`config.mk`:
```
export PLATFORM = sky130hd
export DESIGN_NAME = key_event_unit
export DESIGN_NICKNAME = d
export VERILOG_FILES = /design/src/rtl/key_event_unit.sv
export SDC_FILE = /design/constraint.sdc
export NUM_CORES = 1
export LEC_CHECK = 0
export CAP_MARGIN = 20
export CORE_MARGIN = 3
export CORE_UTILIZATION = 25
export DETAILED_ROUTE_END_ITERATION = 16
export GPL_TIMING_DRIVEN = 1
export PLACE_DENSITY = 0.49
export SLEW_MARGIN = 20
export SYNTH_ARGS = -nofsm -noshare
export SYNTH_HDL_FRONTEND = slang
export SYNTH_SLANG_ARGS = --single-unit
export TNS_END_PERCENT = 100
```
`constraint.sdc`:
```
create_clock -name clk_clk -period 2.5 [get_ports clk_clk]
set_input_delay 0.625 -clock clk_clk [delete_from_list [all_inputs] [get_ports clk_clk]]
set_output_delay 0.625 -clock clk_clk [all_outputs]
set_load 0.02 [all_outputs]
```
`src/rtl/key_event_unit.sv`:
```
// Push-button front end: 2-flop synchronizer, per-key debounce, sticky W1C
// press/release events with maskable level interrupt, small Avalon-MM slave.
module key_event_unit #(
  parameter int unsigned NKEYS           = 4,
  parameter int unsigned DEBOUNCE_CYCLES = 500000,
  parameter int unsigned CNT_W           = 20
) (
  input  logic             clk_clk,
  input  logic             reset_reset_n,
  input  logic [NKEYS-1:0] key_in,
  input  logic [1:0]       avs_address,
  input  logic             avs_read,
  input  logic             avs_write,
  input  logic [31:0]      avs_writedata,
  output logic [31:0]      avs_readdata,
  output logic [NKEYS-1:0] key_level,
  output logic             irq
);

  localparam logic [CNT_W-1:0] CNT_MAX = CNT_W'(DEBOUNCE_CYCLES - 1);

  logic [NKEYS-1:0] sync1, sync2;
  logic [NKEYS-1:0] stable, stable_nxt;
  logic [CNT_W-1:0] cnt [NKEYS];
  logic [NKEYS-1:0] accept;
  logic [NKEYS-1:0] press_evt, rel_evt, press_mask, rel_mask;
  logic [NKEYS-1:0] press_set, rel_set, press_clr, rel_clr;
  logic [31:0]      rd_mux;
  logic             unused_wdata;

  assign unused_wdata = ^avs_writedata;

  always_comb begin
    accept = '0;
    for (int unsigned i = 0; i < NKEYS; i++) begin
      accept[i] = (sync2[i] != stable[i]) && (cnt[i] == CNT_MAX);
    end
  end

  // key_level and the event bits are updated on the same edge as stable,
  // so edges are detected against the next-state value.
  assign stable_nxt = (stable & ~accept) | (sync2 & accept);
  assign press_set  = stable & ~stable_nxt;
  assign rel_set    = ~stable & stable_nxt;

  always_comb begin
    press_clr = '0;
    rel_clr   = '0;
    if (avs_write && avs_address == 2'd1) begin
      press_clr = avs_writedata[NKEYS-1:0];
      rel_clr   = avs_writedata[16 +: NKEYS];
    end
  end

  always_comb begin
    rd_mux = '0;
    case (avs_address)
      2'd0: rd_mux[NKEYS-1:0] = key_level;
      2'd1: begin
        rd_mux[NKEYS-1:0]  = press_evt;
        rd_mux[16 +: NKEYS] = rel_evt;
      end
      2'd2: begin
        rd_mux[NKEYS-1:0]  = press_mask;
        rd_mux[16 +: NKEYS] = rel_mask;
      end
      default: rd_mux[NKEYS-1:0] = sync2;
    endcase
  end

  always_ff @(posedge clk_clk) begin
    if (!reset_reset_n) begin
      sync1        <= '1;
      sync2        <= '1;
      stable       <= '1;
      key_level    <= '0;
      press_evt    <= '0;
      rel_evt      <= '0;
      press_mask   <= '0;
      rel_mask     <= '0;
      avs_readdata <= '0;
      for (int unsigned i = 0; i < NKEYS; i++) cnt[i] <= '0;
    end else begin
      sync1     <= key_in;
      sync2     <= sync1;
      stable    <= stable_nxt;
      key_level <= ~stable_nxt;
      for (int unsigned i = 0; i < NKEYS; i++) begin
        if (sync2[i] == stable[i] || accept[i]) cnt[i] <= '0;
        else                                     cnt[i] <= cnt[i] + 1'b1;
      end
      // set has priority over a coincident W1C
      press_evt <= (press_evt & ~press_clr) | press_set;
      rel_evt   <= (rel_evt & ~rel_clr) | rel_set;
      if (avs_write && avs_address == 2'd2) begin
        press_mask <= avs_writedata[NKEYS-1:0];
        rel_mask   <= avs_writedata[16 +: NKEYS];
      end
      avs_readdata <= avs_read ? rd_mux : '0;
    end
  end

  assign irq = (|(press_evt & press_mask)) | (|(rel_evt & rel_mask));

endmodule
```
== Word-level counts from Yosys, hierarchy flattened ==
Memories as Yosys holds them, arrays and structs flattened.
Index checks and enable logic that the tools add are counted.
Operators by class
  mux-type cells: 37
  add/subtract/negate cells: 4
  reduce and logical (&&, ||, !) cells: 14
  equality and inequality tests: 14
  bitwise operators: 25
Operator list (number)
  20-bit two-way mux: 8
  20-bit by 1-bit adder with 20-bit output, second input constant: 4
  20-bit by 19-bit equality test with 1-bit output, second input constant: 4
  4-bit bitwise AND: 8
  1-bit two-way mux: 25
  4-bit inverter: 5
  4-bit OR: 3
  4-bit case mux with 3 select lines: 1
  1-bit OR: 9
  4-bit two-way mux: 2
  4-bit case mux with 2 select lines: 1
  4-bit OR reduction: 2
  1-bit logical AND: 6
  1-bit equality test: 4
  1-bit logical OR: 4
  1-bit != test: 4
  2-bit by 1-bit equality test with 1-bit output, second input constant: 1
  2-bit equality test, second input constant: 1
  2-bit zero test: 1
  2-bit AND reduction: 1
Storage, ports and cells
  word-level logic and storage cells: 105
  register bits after elaboration: 64
  memories kept: 1
  input port bits: 42
  RAM bits: 80
  output and inout port bits: 37
Memory list
  cnt: words 4, bits a word 20, rd ports 4, clocked after memory_dff 0, wr ports 4, line 24  | logic [CNT_W-1:0] cnt [NKEYS];

== Longest topological paths before layout ==
An unclocked memory read counts as a cell.
  word-level depth: 9
  depth in mapped cells: 8
  gate-level depth less buffers: 6

== Worst setup path before layout ==
OpenSTA, ideal clock, no wires.
  path kind: register to register
  from: memory cnt[0][0]
  to: memory cnt[0][16], data pin
  stages on the path, launching flop included: 7
  data arrival time: 1.958 ns
  slack: 0.396 ns
  data required time: 2.354 ns
  library setup time: 0.146 ns
  path through: edfxtp_1 ha_1 nand4_2 or4_1 buf_2 or4b_1 a21oi_1
RTL lines (line)
  start, declared: 24

== Worst setup path after layout ==
  from: register press_evt[0]
  to: output irq
Between the ends
  longest elaborated chain between the ends: 3
Ends and longest elaborated chain
  start, declared: line 26  | logic [NKEYS-1:0] press_evt, rel_evt, press_mask, rel_mask;
  start signal, assigned: line 93  | press_evt <= (press_evt & ~press_clr) | press_set;
  4-bit bitwise AND: line 103  | assign irq = (|(press_evt & press_mask)) | (|(rel_evt & rel_mask));
  4-bit OR reduction: line 103
  1-bit OR: line 103
  end, declared: line 17  | output logic irq
No other way between the ends.

==> metrics.csv <==
metric,value,unit
port bufs,30,
Slew Limit Fails,0,
#FFs+latches synth,120,
DP HPWL,9.18,mm
1st-pass router iterations,4,
Worst Setup Start Kind,register,
Mapped Cells,626,
crit end category,output port,
delay of the slowest critical-path stage,0.58,ns
vias in the first global route,4346,
static leakage,2.63,nW
Syn Area/Cell,9.83,um2
max_cap viols,0,
Root Buffer,clkbuf_16,
final setup violation count,0,
Nets,795,
largest net degree at the start of global routing,21,
synth top area cells,"edfxtp_1 (39%), dfxtp_1 (13%), nor2_1 (4.6%)",
Worst slew margin,66.8,%
"Clk Latency, worst-skew pair",0.41,ns
wire length per cell,12.1,um
Initial DRC Count,308,
Inst Count DP,1045,
CTS resizes,0,
Longest Clk Path Bufs,2,
number of flops mapped to enable cells by yosys,80,
first-pass GRT wire length,21.6,mm
"area leader, netlist",edfxtp_1,
remaining antenna violation count after routing,0,
fin area,7620,um2
FF-to-FF setup slack,0.29,ns
die height,163,um
status,completed,
Initial Util,25.8,%
cell row count,56,
Main synth FF type,edfxtp_1,
critical path class,reg2out,
Peak supply drop,0.446,mV
routed via count,4605,
RSZ-0062 raised after global routing,no,
"CTS clk-pin slew, worst paths",0.05,ns
CTS Hold Bufs,0,
Core Area,23800,um2
Power Dens Cells,631,nW/um2
Crit path required time,1.88,ns
Die W,163,um
Final Hold Vio Count,0,
routed vias/inst,4.28,
Worst Tran Pin Value,0.493,ns
Hold Path Class,reg2reg,
"Seq/Total Area, Yosys",52.1,%
CTS tree,built,
CP startpoint,press_evt[0],
fin cells,1077,
"Critical Path, Cell by Cell",a22oi_1 > nand4_1 > clkdlybuf4s50_1,
worst reg2reg path startpoint,cnt[0][1],
total routed wirelength,13.0,mm
slowest cell on the critical path,clkdlybuf4s50_1,
WHS,0.404,ns
Cell variety after synth,42,
n_diodes,0,
minimum clock period,2.35,ns
Peak Freq,425,MHz
Die ar.,26500,um2
CP arrival,1.73,ns
fraction of registers with async set/reset,0,%
RePlAce Congestion,0.732,
H-tree levels,4,
synth warn,0,
IO Count,79,
area of the mapped netlist,6150,um2
gr ovfl total,0,
total track usage,10.2,%
CP max FO,3,
initial antenna violation count,1,
Worst Hold Launch,sync1[1],
P&R area growth vs syn,23.9,%
Total Power,4.81,mW
period utilization,94.1,%
# DRC,0,
Inserted Clock Buffers,17,
Post-CTS Setup Repair Bufs,0,
Synth top area share,39.1,%
"Cell Area, Placed",7070,um2
Setup Skew,0.00947,ns
CTS sink cnt,120,
layout cells sized above 1,6.60,%
setup TNS,0,ns
-- power by group --
| part | leakage [nW] | switching [mW] | internal, mW | total [mW] |
|---|---|---|---|---|
| clock | 0.278 | 0.863 | 1.45 | 2.31 |
| sequential | 1.15 | 0.0734 | 2.19 | 2.26 |
| combinational | 1.20 | 0.151 | 0.0939 | 0.245 |
-- final timing paths --
check,end,depth (start not counted)
min reg2reg,sync2[1],1
max reg2reg,cnt[0][16],5
max,irq,3
min,sync2[1],1
-- flip-flops by register name (all words and copies together), names as in the netlist --
name	cells
rel_mask	4
press_evt	4
stable	4
cnt	80
press_mask	4
avs_readdata	8
sync1	4
sync2	4
key_level	4
rel_evt	4
-- routing by layer --
layer | wire [um] | part of all wire [%] | vias up | GRT usage [%]
met5 | 20 | 0.15 | - | 0
met4 | 211 | 1.6 | 2 | 4.27
met3 | 528 | 4.1 | 15 | 2.77
met2 | 5530 | 43 | 66 | 14.7
met1 | 6710 | 52 | 2121 | 14.2
li1 | - | - | 2401 | -
-- final cells by class --
class                   count  area (um2)
repair buffers             43         410
well taps                 319         399
inverters                  18        67.6
fillers                  2496       16200
clock inverters             8        68.8
clock buffers              24         483
multi-input cells         545        2990
flip-flops and latches    120        3200
-- cells in the mapped netlist (all sizes together) (6+ instances only) --
cell	n
edfxtp	80
nor2	76
nand2	50
nand3	47
a21oi	46
dfxtp	40
xnor2	28
buf	27
nand4	20
xor2	19
clkbuf	18
inv	18
o21ai	16
or4	15
or3	14
o31ai	13
nor4	12
nor3	10
nand2b	9
a22oi	8
and3	8
ha	8
nor2b	7
and4	6
-- critical path, delay by kind of cell, from the launching register on --
family | cells | cell delay [ns]
AND/OR/NAND/NOR | 1 | 0.19
AO/OA/AOI/OAI | 1 | 0.23
flip-flops | 1 | 0.32
buffers and inverters | 1 | 0.58
-- through the flow --
| stage | utilization [%] | worst slack (ns) |
|---|---|---|
| floorplan | - | 0.396 |
| global placement | 29.7 | 0.217 |
| detailed placement | 29.7 | 0.197 |
| CTS | 32.0 | 0.136 |
| global route | 32.0 | 0.0987 |
| finish | 32.0 | 0.148 |
-- logic make-up (layout without fill, tap and decap cells) --
family | Yosys count | after routing | share of synthesized area, %
compound gates | 98 | 98 | 9.74
simple gates | 288 | 288 | 24.2
buf+inv | 63 | 93 | 5.51
xor+xnor | 47 | 47 | 6.69
flops | 120 | 120 | 52.1
other cells | 2 | 104 | 0.122
fa+ha+maj | 8 | 8 | 1.63
-- cell usage in the layout (no fill, tap or decap), types with 5 or more instances in the layout --
master,instances
conb_1,104
edfxtp_1,80
nor2_1,76
nand2_1,50
nand3_1,46
a21oi_1,46
dfxtp_1,40
clkdlybuf4s50_1,30
xnor2_1,28
nand4_1,19
xor2_1,19
inv_1,18
clkbuf_16,18
o21ai_0,16
or4_1,15
o31ai_1,13
nor4_1,12
buf_4,12
or3_1,11
nor3_1,10
nand2b_1,9
a22oi_1,8
and3_1,8
ha_1,8
nor2b_1,7
and4_1,6
clkbuf_1,5
Power figures use the tool's default switching activity.
